### config.mk
export PLATFORM = sky130hd
export DESIGN_NAME = mem_port_arbiter
export DESIGN_NICKNAME = d
export VERILOG_FILES = /design/src/rtl/mem_arb_pkg.sv /design/src/rtl/mem_arb_starve_ctr.sv /design/src/rtl/mem_port_arbiter.sv
export SDC_FILE = /design/constraint.sdc
export NUM_CORES = 1
export LEC_CHECK = 0
export ABC_AREA = 1
export CAP_MARGIN = 10
export CORE_ASPECT_RATIO = 0.8
export CORE_MARGIN = 2
export CORE_UTILIZATION = 45
export CTS_BUF_LIST = sky130_fd_sc_hd__clkbuf_2 sky130_fd_sc_hd__clkbuf_4 sky130_fd_sc_hd__clkbuf_8
export CTS_CLUSTER_DIAMETER = 120
export CTS_CLUSTER_SIZE = 8
export DETAILED_ROUTE_END_ITERATION = 8
export GPL_TIMING_DRIVEN = 0
export PLACE_DENSITY_LB_ADDON = 0.2
export SETUP_SLACK_MARGIN = 0.4
export SLEW_MARGIN = 10
export SYNTH_ARGS = -nofsm -noshare
export SYNTH_HDL_FRONTEND = slang
export SYNTH_SLANG_ARGS = --single-unit
### constraint.sdc
create_clock -name Clock -period 12.1 [get_ports Clock]
set_input_delay 3.63 -clock Clock [delete_from_list [all_inputs] [get_ports Clock]]
set_output_delay 3.63 -clock Clock [all_outputs]
set_load 0.005 [all_outputs]
### src/rtl/mem_arb_pkg.sv
// Shared encodings for the IF/MEM unified-memory arbiter: FSM state codes and
// transaction owner codes.
package mem_arb_pkg;

    localparam logic [1:0] ST_IDLE   = 2'd0;
    localparam logic [1:0] ST_WAIT_I = 2'd1;
    localparam logic [1:0] ST_WAIT_D = 2'd2;
    localparam logic [1:0] ST_RESP   = 2'd3;

    typedef enum logic [1:0] {
        OWN_NONE = 2'd0,
        OWN_I    = 2'd1,
        OWN_D    = 2'd2
    } owner_t;

endpackage

### src/rtl/mem_arb_starve_ctr.sv
// Fetch starvation guard: counts data grants given while a fetch waits and flags
// when the limit is reached. Only built with ARB_FETCH_STARVE_GUARD_EN.
`ifdef ARB_FETCH_STARVE_GUARD_EN
module mem_arb_starve_ctr
    import mem_arb_pkg::*;
#(
    parameter int STARVE_LIMIT = 4
) (
    input  logic Clock,
    input  logic Reset,
    input  logic grant_d,
    input  logic grant_i,
    input  logic if_req,
    output logic starved
);

    localparam int CNT_W = $clog2(STARVE_LIMIT + 1);
    localparam logic [CNT_W-1:0] LIMIT = CNT_W'(STARVE_LIMIT);

    logic [CNT_W-1:0] starve_cnt;

    // Saturates at the limit so a long data burst cannot wrap it back to zero.
    always_ff @(posedge Clock or posedge Reset) begin
        if (Reset) begin
            starve_cnt <= '0;
        end else if (grant_i) begin
            starve_cnt <= '0;
        end else if (grant_d && if_req && (starve_cnt != LIMIT)) begin
            starve_cnt <= starve_cnt + 1'b1;
        end
    end

    assign starved = (starve_cnt == LIMIT);

endmodule
`endif

### src/rtl/mem_port_arbiter.sv
// Arbiter sharing one single-ported memory between instruction fetch and load/store.
// Optional fetch starvation guard: define ARB_FETCH_STARVE_GUARD_EN.
//
// state   | meaning
// IDLE    | no access in flight; pick data first, else fetch
// WAIT_I  | fetch issued, mem_* held until mem_ready
// WAIT_D  | load/store issued, mem_* held until mem_ready
// RESP    | owner's ack registered for the following cycle; requests ignored
module mem_port_arbiter
    import mem_arb_pkg::*;
#(
    parameter int ADDR_W       = 32,
    parameter int DATA_W       = 32,
    parameter int STARVE_LIMIT = 4
) (
    input  logic              Clock,
    input  logic              Reset,
    input  logic              if_req,
    input  logic [ADDR_W-1:0] if_addr,
    output logic [DATA_W-1:0] if_rdata,
    output logic              if_ack,
    output logic              if_stall,
    input  logic              dm_req,
    input  logic              dm_we,
    input  logic [ADDR_W-1:0] dm_addr,
    input  logic [DATA_W-1:0] dm_wdata,
    output logic [DATA_W-1:0] dm_rdata,
    output logic              dm_ack,
    output logic              dm_stall,
    output logic              mem_req,
    output logic              mem_we,
    output logic [ADDR_W-1:0] mem_addr,
    output logic [DATA_W-1:0] mem_wdata,
    input  logic [DATA_W-1:0] mem_rdata,
    input  logic              mem_ready
);

    logic [1:0] state;
    owner_t     owner;
    logic       fetch_first;
    logic       grant_d;
    logic       grant_i;

`ifdef ARB_FETCH_STARVE_GUARD_EN
    mem_arb_starve_ctr #(
        .STARVE_LIMIT(STARVE_LIMIT)
    ) u_starve_ctr (
        .Clock   (Clock),
        .Reset   (Reset),
        .grant_d (grant_d),
        .grant_i (grant_i),
        .if_req  (if_req),
        .starved (fetch_first)
    );
`else
    // Strict data priority; only a nonsensical negative limit could flip it.
    assign fetch_first = (STARVE_LIMIT < 0);
`endif

    // MEM holds the older instruction, so data wins unless fetch is starved.
    always_comb begin
        grant_d = 1'b0;
        grant_i = 1'b0;
        if (state == ST_IDLE) begin
            if (if_req && fetch_first) begin
                grant_i = 1'b1;
            end else if (dm_req) begin
                grant_d = 1'b1;
            end else if (if_req) begin
                grant_i = 1'b1;
            end
        end
    end

    always_ff @(posedge Clock or posedge Reset) begin
        if (Reset) begin
            state     <= ST_IDLE;
            owner     <= OWN_NONE;
            mem_req   <= 1'b0;
            mem_we    <= 1'b0;
            mem_addr  <= '0;
            mem_wdata <= '0;
            if_rdata  <= '0;
            dm_rdata  <= '0;
            if_ack    <= 1'b0;
            dm_ack    <= 1'b0;
        end else begin
            if_ack <= 1'b0;
            dm_ack <= 1'b0;
            case (state)
                ST_IDLE: begin
                    if (grant_d) begin
                        mem_req   <= 1'b1;
                        mem_we    <= dm_we;
                        mem_addr  <= dm_addr;
                        mem_wdata <= dm_wdata;
                        owner     <= OWN_D;
                        state     <= ST_WAIT_D;
                    end else if (grant_i) begin
                        mem_req  <= 1'b1;
                        mem_we   <= 1'b0;
                        mem_addr <= if_addr;
                        owner    <= OWN_I;
                        state    <= ST_WAIT_I;
                    end
                end
                ST_WAIT_I, ST_WAIT_D: begin
                    if (mem_ready) begin
                        mem_req <= 1'b0;
                        mem_we  <= 1'b0;
                        // Stores capture too; the value is simply unused.
                        if (state == ST_WAIT_I) begin
                            if_rdata <= mem_rdata;
                        end else begin
                            dm_rdata <= mem_rdata;
                        end
                        state <= ST_RESP;
                    end
                end
                ST_RESP: begin
                    if_ack <= (owner == OWN_I);
                    dm_ack <= (owner == OWN_D);
                    owner  <= OWN_NONE;
                    state  <= ST_IDLE;
                end
                default: begin
                    state <= ST_IDLE;
                end
            endcase
        end
    end

    assign if_stall = if_req & ~if_ack;
    assign dm_stall = dm_req & ~dm_ack;

endmodule

==> results.md, run 1 <==
- The floorplan step defined a die boundary enclosing 13300 sq um.
- Summed over all failing endpoints, the final setup total negative slack is 0 ps.
- Setup repair after global routing left no endpoint under its margin.
- The endpoint type of the worst setup path is a primary output.
- The floorplan has 36 rows.
- The utilization after layout is 73.1%.
- The number of primary I/O pins is 268.
- The most critical setup path has its startpoint at dm_req.
- The initial cell density of the core is 46.0%.
- The die width is 128 um.
- The layout overhead on the synthesized area is 58.9%.
- Global routing consumed, over all layers together, 24.4% of the routing resources.
- The worst reg-to-reg setup slack is 10100 ps.
- Based on the critical path, the design can be clocked at up to 0.118 GHz.
- The slew at the pin closest to its max-slew limit is 619 ps.
- The warning count from the yosys run is 0.
- Leaving out fill and tap cells, the most frequent cell in the layout is nand2_1.
- The worst reg2reg path endpoint is dm_rdata[7].
- The library cells used most frequently in the layout, excluding fill and tap cells, are 275 x nand2_1, 267 x clkdlybuf4s50_1, 136 x dfrtp_1.
- The sum of net half-perimeters after detailed placement is 11900 um.
- The number of hold buffers added after CTS was 0.
- The initial antenna violation count came to 0.
- The power consumption is 0.00210 W.
- For the worst setup path, the data arrival time is 4870 ps.
- The final period demand of the worst path is 8500 ps.
- The worst min-delay path category is flop to flop.
- The cell count after synthesis is 601.
- The flow ran to the end, and the final reports show no timing, DRC or antenna violations.
- The count of TritonRoute iterations in the first routing pass is 4.
- The headroom to the max-slew limit is 58.8%.
- The wire length of the first global-routing pass is 25500 um.
- The die height is 104 um.
- For this design the ratio of total power to cell area is 237 nW/um^2.
- The number of I/O port buffers is 267.
- The average size of a mapped cell is 9.27 sq um.
- The critical path in this run is classified as primary input to primary output.
- The max-slew violation total from the final report is 0.
- The number of inserted diodes is 0.
- In this run, distinct cell masters in the synthesized netlist total 16.
- The sum of overflow across all layers after global routing is 0.
- The number of setup buffers added after CTS is 0.
- In this run the remaining antenna-violating nets after routing total 0.
- The final cell count without fillers is 1053.
- The number of cells on the worst reg-to-reg path is 7.
- The netlist area before placement is 5570 sq um.
- The clock root buffer master is clkbuf_8.
- For this run, design rule violations remaining after detail routing come to 0.
- The number of global-route vias before repair is 5118.
- The final layout net count is 1027.
- Dividing the detail-routed wire length by the instance count gives 14.7 um.
- Setup violations remaining at the end of the flow were counted as 0.
- The clock skew is 10.3 ps.
- The endpoint required time on the critical path is 8470 ps.
- The count of final hold-check violations is 0.
- Of the cells placed in the final design, the portion with a size suffix greater than 1 is 6.33%.
- The maximum number of pins on one net before global-route repair is 70.
- After clock tree synthesis, the clock-pin slew on the worst setup and hold paths is 70 ps.
- The via count normalized by instance count is 4.74.
- The final routed wirelength across all metal layers is 15500 um.
- The largest buffer count on any clock path is 2.
- The via count is 4986.
- The net count of the mapped netlist is 740.
- The clock net in this run drives a total of 136 sinks.
- The H-tree depth is 4.
- The cell count after placement is 1021.
- The CTS tree is yes.
- TritonCTS created 17 clock buffers.
- The startpoint identified for the worst register-to-register timing path is state[0].
- The maximum fanout count along the critical path is 4.
- The minimum hold slack is 451 ps.
- Across the VDD grid, the largest voltage drop is 0.000136 V.
- The number of resized instances in the post-cts repair step is 0.
- The part of the cycle the worst path needs is 70.2%.
- The launching element type of the critical path is a primary input.
- The core region is 12100 sq um.
- The clock latency on the worst-skew pair is 430 ps.
- The most critical setup path has its endpoint at dm_stall.
- Across the run, the number of max-cap violations was 0.
- The count of routing violations after the opening detailed-route iteration is 234.
- The final weighted congestion in routability-driven placement is 0.847.
- Counting flops and latches in the post-synthesis netlist gives 136.
- For this design the static power due to leakage is 4.26 nW.
- For this run, the register share of the synthesized area comes to 61.1%.
per-stage QoR:
step	setup slack (ps)	cell area [sq um]
2_1_floorplan	4720	5570
3_3_place_gp	3180	8440
3_5_place_dp	3600	8470
4_1_cts	3600	8850
5_1_grt	3500	8850
6_report	3600	8850
state kept, by name (all words and copies together) (netlist names):
signal	cells
mem_we	1
dm_rdata	32
dm_ack	1
owner	2
if_rdata	32
if_ack	1
mem_addr	32
mem_req	1
mem_wdata	32
state	2
layer usage:
layer,vias to the layer above,GRT usage (%),wire (um)
met2,190,39.3,7400
met3,27,8.47,1260
li1,2446,-,-
met1,2323,30.5,6510
met4,0,8.95,353
met5,-,0,0
area by class of cell:
class / instances / area (sq um)
flip-flops and latches: 136 / 3400
repair buffers: 268 / 2700
fillers: 904 / 3260
clock buffers: 20 / 269
well taps: 152 / 190
multi-input cells: 396 / 1880
clock inverters: 12 / 116
inverters: 42 / 163
plain buffers: 27 / 136
cells in the mapped netlist, drive strengths merged:
cell type,number,area share [%]
nand2,277,19
dfrtp,136,61
o21ai,69,6.2
inv,42,2.8
mux2,32,6.5
buf,16,1.7
clkbuf,11,0.74
nand3,6,0.54
ha,5,1.1
nor2,5,0.34
nand3b,1,0.13
or2,1,0.11
worst max-delay path, stage by stage:
cell and delay, ps:
clkdlybuf4s50_1 590, inv_1 60, nor2_1 90, clkdlybuf4s50_1 500
kinds of logic (layout without fill, tap and decap cells):
kind of cell	count (synthesis)	in the layout	share of synthesized area, %
AND/OR/NAND/NOR	290	290	19.9
flip-flops	136	136	61.1
AO/OA/AOI/OAI	69	69	6.20
buffers and inverters	69	369	5.28
multiplexers	32	32	6.47
adder cells (fa/ha/maj)	5	5	1.12
power breakdown:
group / internal [W] / leakage, nW / total [W] / switching, W
sequential: 0.000670 / 1.68 / 0.000785 / 0.000115
clock: 0.000178 / 0.182 / 0.000357 / 0.000179
combinational: 0.000544 / 2.39 / 0.000958 / 0.000415
how the worst min path moves through the flow:
stage	start	end	depth (start not counted)
after CTS	owner[0]	dm_ack	1
final	owner[0]	dm_ack	1
after floorplan	owner[0]	dm_ack	1
after detailed placement	owner[0]	dm_ack	1
after global routing	owner[1]	if_ack	1
after global placement	owner[0]	dm_ack	1
(Power assumes the default switching activity.)
==> run 2, diff against run 1 <==
- CORE_UTILIZATION: 45 -> 42
- clock period: 12.1 -> 8.1 ns (I/O delays scaled with it)
==> run 2 against run 1 <==
  * Clock power is 52% higher
  * Critical path type unchanged
  * Critical path depth unchanged
  * Largest power group unchanged
  * Non-clock buffer count unchanged
  * Highest routed layer unchanged
==> results.md, run 2 (synthesized netlist as in run 1, its figures left out) <==
- The worst min-delay path category is flop to flop.
- The minimum hold slack came to 454 ps (+2.73 ps).
- The worst supply voltage drop on vdd was 0.000225 V (+66%).
- The largest buffer count on any clock path came to 2 (unchanged).
- The library cell used most frequently in the layout, excluding fill and tap cells, is nand2_1.
- TritonCTS built the clock tree.
- The count of routing violations after the opening detailed-route iteration is 231 (-1.3%).
- The die width is 133 um (+3.4%).
- The worst setup path is captured at a primary output.
- The met2 wirelength from detailed routing is 7730 um (+4.5%).
- The clock share of power is 17.1% (about the same).
- The max-cap check violation count is 0 (unchanged).
- The sum of net half-perimeters after detailed placement is 12200 um (+2.8%).
- The total net switching power is 0.00105 W (+48%).
- The register clock-pin slew on the reported worst setup and hold paths is 70 ps (about the same).
- The area of the multi-input gates came to 1880 sq um (unchanged).
- The relative contribution of sequential cells to total power was 37.3% (about the same).
- The switching share of power was 33.1% (-0.61 points).
- The final weighted congestion in routability-driven placement is 0.829 (-2.1%).
- The total setup violations reported at the end of the flow is 0 (unchanged).
- The uppermost layer routed is met4.
- The layout overhead on the synthesized area is 59.4%.
- The residual DRC count came to 0 (unchanged).
- The part of the cycle the worst path needs is 75.6%.
- The area of the die came to 14200 sq um (+6.9%).
- Derived from the worst setup path, the maximum achievable clock frequency is 0.163 GHz.
- The number of buffers inserted during clock tree synthesis was 17 (unchanged).
- The proportion of power drawn by combinational gates came to 45.6% (about the same).
- Clock tree synthesis selected as its root buffer the cell clkbuf_8.
- The initial antenna violation count was 0 (unchanged).
- In the layout the commonest cells are 275 x nand2_1, 267 x clkdlybuf4s50_1, 136 x dfrtp_1.
- The summed negative setup slack over all endpoints is 0 ps (unchanged).
- The headroom to the max-slew limit is 63.2% (+4.4 points).
- The endpoint required time on the critical path is 5670 ps (-2800 ps).
- The number of resized instances in the post-cts repair step is 0 (unchanged).
- The number of primary I/O pins is 268 (unchanged).
- The count of standard-cell rows is 37 (+2.8%).
- The maximum number of pins on one net before global-route repair is 79 (+13%).
- The number of inserted diodes was 0 (unchanged).
- The slew at the pin closest to its max-slew limit was 552 ps (-66.5 ps).
- The power per standard cell area is 357 nW/um^2 (+50%).
- The leakage component of the power is 4.28 nW (+0.52%).
- The number of setup buffers added after CTS is 0 (unchanged).
- The final routed wirelength across all metal layers came to 16200 um (+4.6%).
- The H-tree depth is 4 (unchanged).
- The count of TritonRoute iterations in the first routing pass is 6 (+2).
- The max-slew violation total from the final report is 0 (unchanged).
- The maximum fanout count along the critical path was 4 (unchanged).
- The count of hold-fix buffers inserted at cts is 0 (unchanged).
- The clock latency on the worst-skew pair came to 440 ps (about the same).
- The worst setup path is of the primary input to primary output kind.
- The utilization after layout was 68.8% (-4.3 points).
- The via count is 5030 (+0.88%).
- The met1 routed wirelength after detailed routing is 6930 um (+6.4%).
- The clock skew was 8.05 ps (-2.24 ps).
- The post-detailed-route count of antenna-violating nets is 0 (unchanged).
- The initial cell density of the core was 43.1% (-2.8 points).
- The wire length of the first global-routing pass is 25800 um (+1.3%).
- The aggregate global-route resource usage is 23.4% (-1.0 points).
- The final layout net count was 1027 (unchanged).
- The number of global-route vias before repair was 5100 (-0.35%).
- The clock net sink count is 136 (unchanged).
- The total core area was 12900 sq um (+6.6%).
- Setup repair after global routing left no endpoint under its margin.
- The average routed wire per standard cell is 15.1 um (+2.6%).
- The data arrival at the endpoint of the critical path is 3690 ps (-1180 ps).
- The number of fill cells in the layout is 955 (+5.6%).
- The wire length on met3 is 1380 um (+10%).
- The worst setup slack before clock tree synthesis is 1990 ps (-1610 ps).
- The via count normalized by instance count is 4.69 (-1.0%).
- The number of I/O port buffers is 267 (unchanged).
- The count of final hold-check violations is 0 (unchanged).
- The die height is 107 um (+3.4%).
- The sequential cell area came to 3400 sq um (unchanged).
- The final period demand of the worst path is 6120 ps.
- The sum of overflow across all layers after global routing is 0 (unchanged).
- The post-layout worst setup margin is 1980 ps (-1620 ps).
- The share of final-layout standard cells stronger than drive strength 1 is 6.01% (-0.31 points).
- The worst setup path is launched from a primary input.
- The internal power consumption was 0.00212 W (+52%).
- The flow ran to the end, and the final reports show no timing, DRC or antenna violations.
run 2: cell types whose count changed in the layout (fill, tap and decap cells not counted):
cell / previous run / this run
inv_6: 5 / 1
clkinvlp_4: 5 / 0
clkbuf_8: 19 / 24
clkbuf_4: 1 / 3
clkinv_4: 1 / 0
run 2: worst paths after layout:
check | from | endpoint | slack [ps] | depth (start not counted)
worst max-delay path | dm_req | dm_stall | 1980 | 4
worst min register to register | owner[1] | if_ack | 450 | 1
min in group asynchronous | Reset | mem_wdata[31] | 2440 | 2
worst max register to register | state[0] | dm_rdata[4] | 6090 | 7
max in group asynchronous | Reset | if_rdata[4] | 4890 | 3
worst min-delay path | owner[1] | if_ack | 450 | 1
run 2: metal layers:
layer | vias up | track usage (%)
li1 | 2438 | -
met4 | 0 | 6.84
met2 | 195 | 38.1
met3 | 14 | 9.17
met5 | - | 0
met1 | 2383 | 29.0
run 2: per-stage QoR:
stage / power (W) / area [sq um] / instances
2_1_floorplan: 0.00174 / 5570 / 601
6_report: 0.00317 / 8880 / 1073
5_1_grt: 0.00340 / 8880 / 1073
4_1_cts: 0.00320 / 8880 / 1073
3_5_place_dp: 0.00265 / 8500 / 1044
3_3_place_gp: 0.00258 / 8460 / 1043
run 2: critical path: stages:
cell	delay (ps)
clkdlybuf4s50_1	590
inv_1	60
nor2_1	110
clkdlybuf4s50_1	510
run 2: power by group through the flow:
stage	clock network, W	logic, W	registers (W)
6_report	0.000543	0.00145	0.00118
5_1_grt	0.000586	0.00160	0.00122
4_1_cts	0.000555	0.00147	0.00118
3_5_place_dp	0	0.00146	0.00118
3_3_place_gp	0	0.00142	0.00117
2_1_floorplan	0	0.000542	0.00120
run 2: layout make-up:
cell class	count	area share (%)
Inverter	42	1.83
Timing Repair Buffer	268	30.4
Clock buffer	27	3.97
Tap cell	175	2.46
Clock inverter	2	0.394
Sequential cell	136	38.3
Buffer	27	1.53
Multi-Input combinational cell	396	21.1
==> run 3, diff against run 2 <==
- CORE_UTILIZATION: 42 -> 38
- clock period: 8.1 -> 5.54 ns (I/O delays scaled with it)
==> run 3 against run 2 <==
  * Register-to-register slack worse by 2600 ps
  * Critical path depth unchanged
  * Sequential share of layout area down 0.18 points
  * Combinational power up 45%
  * Routed wire length up 0.37%
  * Non-clock buffer count up 2
  * First-iteration DRC count down 10%
  * Sequential power up 46%
  * Die area up 10%
  * Critical endpoint unchanged
  * Largest power group unchanged
==> results.md, run 3 (synthesized netlist as in run 1, its figures left out) <==
- For the finished layout, the period the worst path requires is 4610 ps.
- The CTS tree is yes.
- The max-slew violation total from the final report is 0 (unchanged).
- The worst min-delay path category is flop to flop.
- The flow ran to the end, and the final reports show no timing, DRC or antenna violations.
- The delay of the slowest cell on the worst path is 620 ps (+30 ps).
- The number of fill cells in the layout is 1179 (+23%).
- The maximum number of pins on one net before global-route repair came to 39 (-51%).
- The area of the multi-input gates is 1880 sq um (unchanged).
- Based on the critical path, the design can be clocked at up to 0.217 GHz.
- The average routed wire per standard cell is 15.0 um (-0.74%).
- The sum of net half-perimeters after detailed placement is 12600 um (+3.2%).
- The number of primary I/O pins is 268 (unchanged).
- The count of final hold-check violations is 0 (unchanged).
- The headroom to the max-slew limit came to 56.5% (-6.7 points).
- Walking the worst path, the cells encountered are clkdlybuf4s50_1 > inv_1 > nor2_1 > clkdlybuf4s50_1.
- The power per standard cell area is 518 nW/um^2 (+45%).
- The area of the die is 15700 sq um (+10%).
- The worst supply voltage drop on vdd is 0.000250 V (+11%).
- The layout overhead on the synthesized area is 60.2%.
- The die height is 112 um (+4.9%).
- In the layout the commonest cells are 275 x nand2_1, 267 x clkdlybuf4s50_1, 136 x dfrtp_1.
- The endpoint required time on the critical path is 3880 ps (-1790 ps).
- The number of I/O port buffers was 267 (unchanged).
- The final layout net count is 1029 (+0.19%).
- The largest buffer count on any clock path is 2 (unchanged).
- The total core area is 14300 sq um (+11%).
- The number of buffers and inverters on the critical path is 3 (unchanged).
- The number of inserted diodes was 0 (unchanged).
- The final weighted congestion in routability-driven placement is 0.859 (+3.6%).
- Setup repair after global routing left no endpoint under its margin.
- The H-tree depth came to 4 (unchanged).
- The utilization after layout was 62.4% (-6.3 points).
- The final routed wirelength across all metal layers is 16300 um (+0.37%).
- The number of global-route vias before repair is 5211 (+2.2%).
- The count of hold-fix buffers inserted at cts is 0 (unchanged).
- The via count is 5079 (+0.97%).
- The aggregate global-route resource usage is 20.9% (-2.5 points).
- The startpoint-to-endpoint class of the critical path is primary input to primary output.
- The cell class contributing the biggest share of worst-path delay is buffers and inverters.
- The sum of overflow across all layers after global routing is 0 (unchanged).
- The slew at the pin closest to its max-slew limit is 651 ps (+98.5 ps).
- The count of routing violations after the opening detailed-route iteration is 208 (-10%).
- The clock net sink count is 136 (unchanged).
- The most common library cell in the layout ignoring fill and taps is nand2_1.
- The maximum fanout count along the critical path is 4 (unchanged).
- The most numerous cell type found on the critical path is clkdlybuf4s50_1.
- The sequential cell area is 3400 sq um (unchanged).
- The number of buffers inserted during clock tree synthesis is 17 (unchanged).
- STA classifies the critical path endpoint as a primary output.
- The residual DRC count came to 0 (unchanged).
- The register clock-pin slew on the reported worst setup and hold paths came to 70 ps (about the same).
- The count of TritonRoute iterations in the first routing pass is 4 (-2).
- The die width came to 139 um (+5.0%).
- STA classifies the critical path startpoint as a primary input.
- The initial cell density of the core is 39.0% (-4.2 points).
- The count of standard-cell rows is 39 (+5.4%).
- In this run the clock root is driven by a clkbuf_8.
- The total setup violations reported at the end of the flow is 0 (unchanged).
- The part of the cycle the worst path needs is 83.1%.
- The number of setup buffers added after CTS is 0 (unchanged).
- The slowest stage of the critical path belongs to the cell clkdlybuf4s50_1.
- The max-cap check violation count came to 0 (unchanged).
- The data arrival at the endpoint of the critical path came to 2940 ps (-750 ps).
- The wire length of the first global-routing pass is 26100 um (+0.91%).
- The clock skew is 8.76 ps (+0.706 ps).
- The leakage component of the power was 4.28 nW (about the same).
- The number of resized instances in the post-cts repair step is 0 (unchanged).
- The summed negative setup slack over all endpoints is 0 ps (unchanged).
- The post-detailed-route count of antenna-violating nets came to 0 (unchanged).
- The via count normalized by instance count is 4.68 (-0.14%).
- The initial antenna violation count was 0 (unchanged).
- The clock latency on the worst-skew pair is 420 ps (-20 ps).
- The worst reg-to-reg setup slack is 3470 ps (-2620 ps).
- The share of final-layout standard cells stronger than drive strength 1 is 6.33% (+0.31 points).
[run 3: changes by cell type in the layout (fill, tap and decap cells not counted)]
cell	change
buf_12	+3
buf_16	-1
bufinv_16	+1
clkbuf_4	-1
clkbuf_8	-4
clkinv_2	+2
clkinvlp_4	+4
inv_6	-1
[run 3: layer usage]
layer	vias to the layer above	routed length, um	track usage (%)
met4	0	176	5.79
met3	12	1450	7.72
li1	2445	-	-
met5	-	0	0
met1	2419	6880	26.0
met2	203	7790	34.4
[run 3: worst paths after layout]
path,startpoint,to,depth (start not counted)
setup / recovery,dm_req,dm_stall,4
hold / removal,owner[1],if_ack,1
setup reg to reg,state[0],dm_rdata[2],7
hold reg to reg,owner[1],if_ack,1
max in group asynchronous,Reset,if_rdata[1],4
min in group asynchronous,Reset,mem_wdata[3],2
[run 3: report_power, final]
part,leakage [nW],internal [W],switching [W],total [W]
Sequential,1.68,0.00146,0.000258,0.00172
Combinational,2.40,0.00119,0.000915,0.00210
Clock,0.193,0.000439,0.000357,0.000796
Total,4.28,0.00309,0.00153,0.00462
[run 3: layout make-up]
type,instances,share of cell area [%]
inverter,42,1.81
multi-input combinational,396,21.0
tap,184,2.58
sequential,136,38.1
timing repair buffer,270,30.6
buffer,27,1.53
clock buffer,22,3.25
clock inverter,8,1.09
[run 3: stage by stage]
stage | area (sq um) | hold slack (ps) | power (W) | setup WS, ps | cells
2_1_floorplan | 5580 | 422 | 0.00254 | 2100 | 601
3_3_place_gp | 8480 | 440 | 0.00378 | 991 | 1052
3_5_place_dp | 8540 | 450 | 0.00387 | 952 | 1055
4_1_cts | 8930 | 461 | 0.00469 | 947 | 1085
5_1_grt | 8930 | 482 | 0.00496 | 901 | 1085
6_report | 8930 | 460 | 0.00462 | 934 | 1085
[run 3: worst register-to-register path: stages (launching register included)]
cell and delay [ps]:
dfrtp_1 430, inv_1 100, ha_1 330, inv_1 150, nor2_1 60, nand2_1 280, clkbuf_1 410, o21ai_0 180
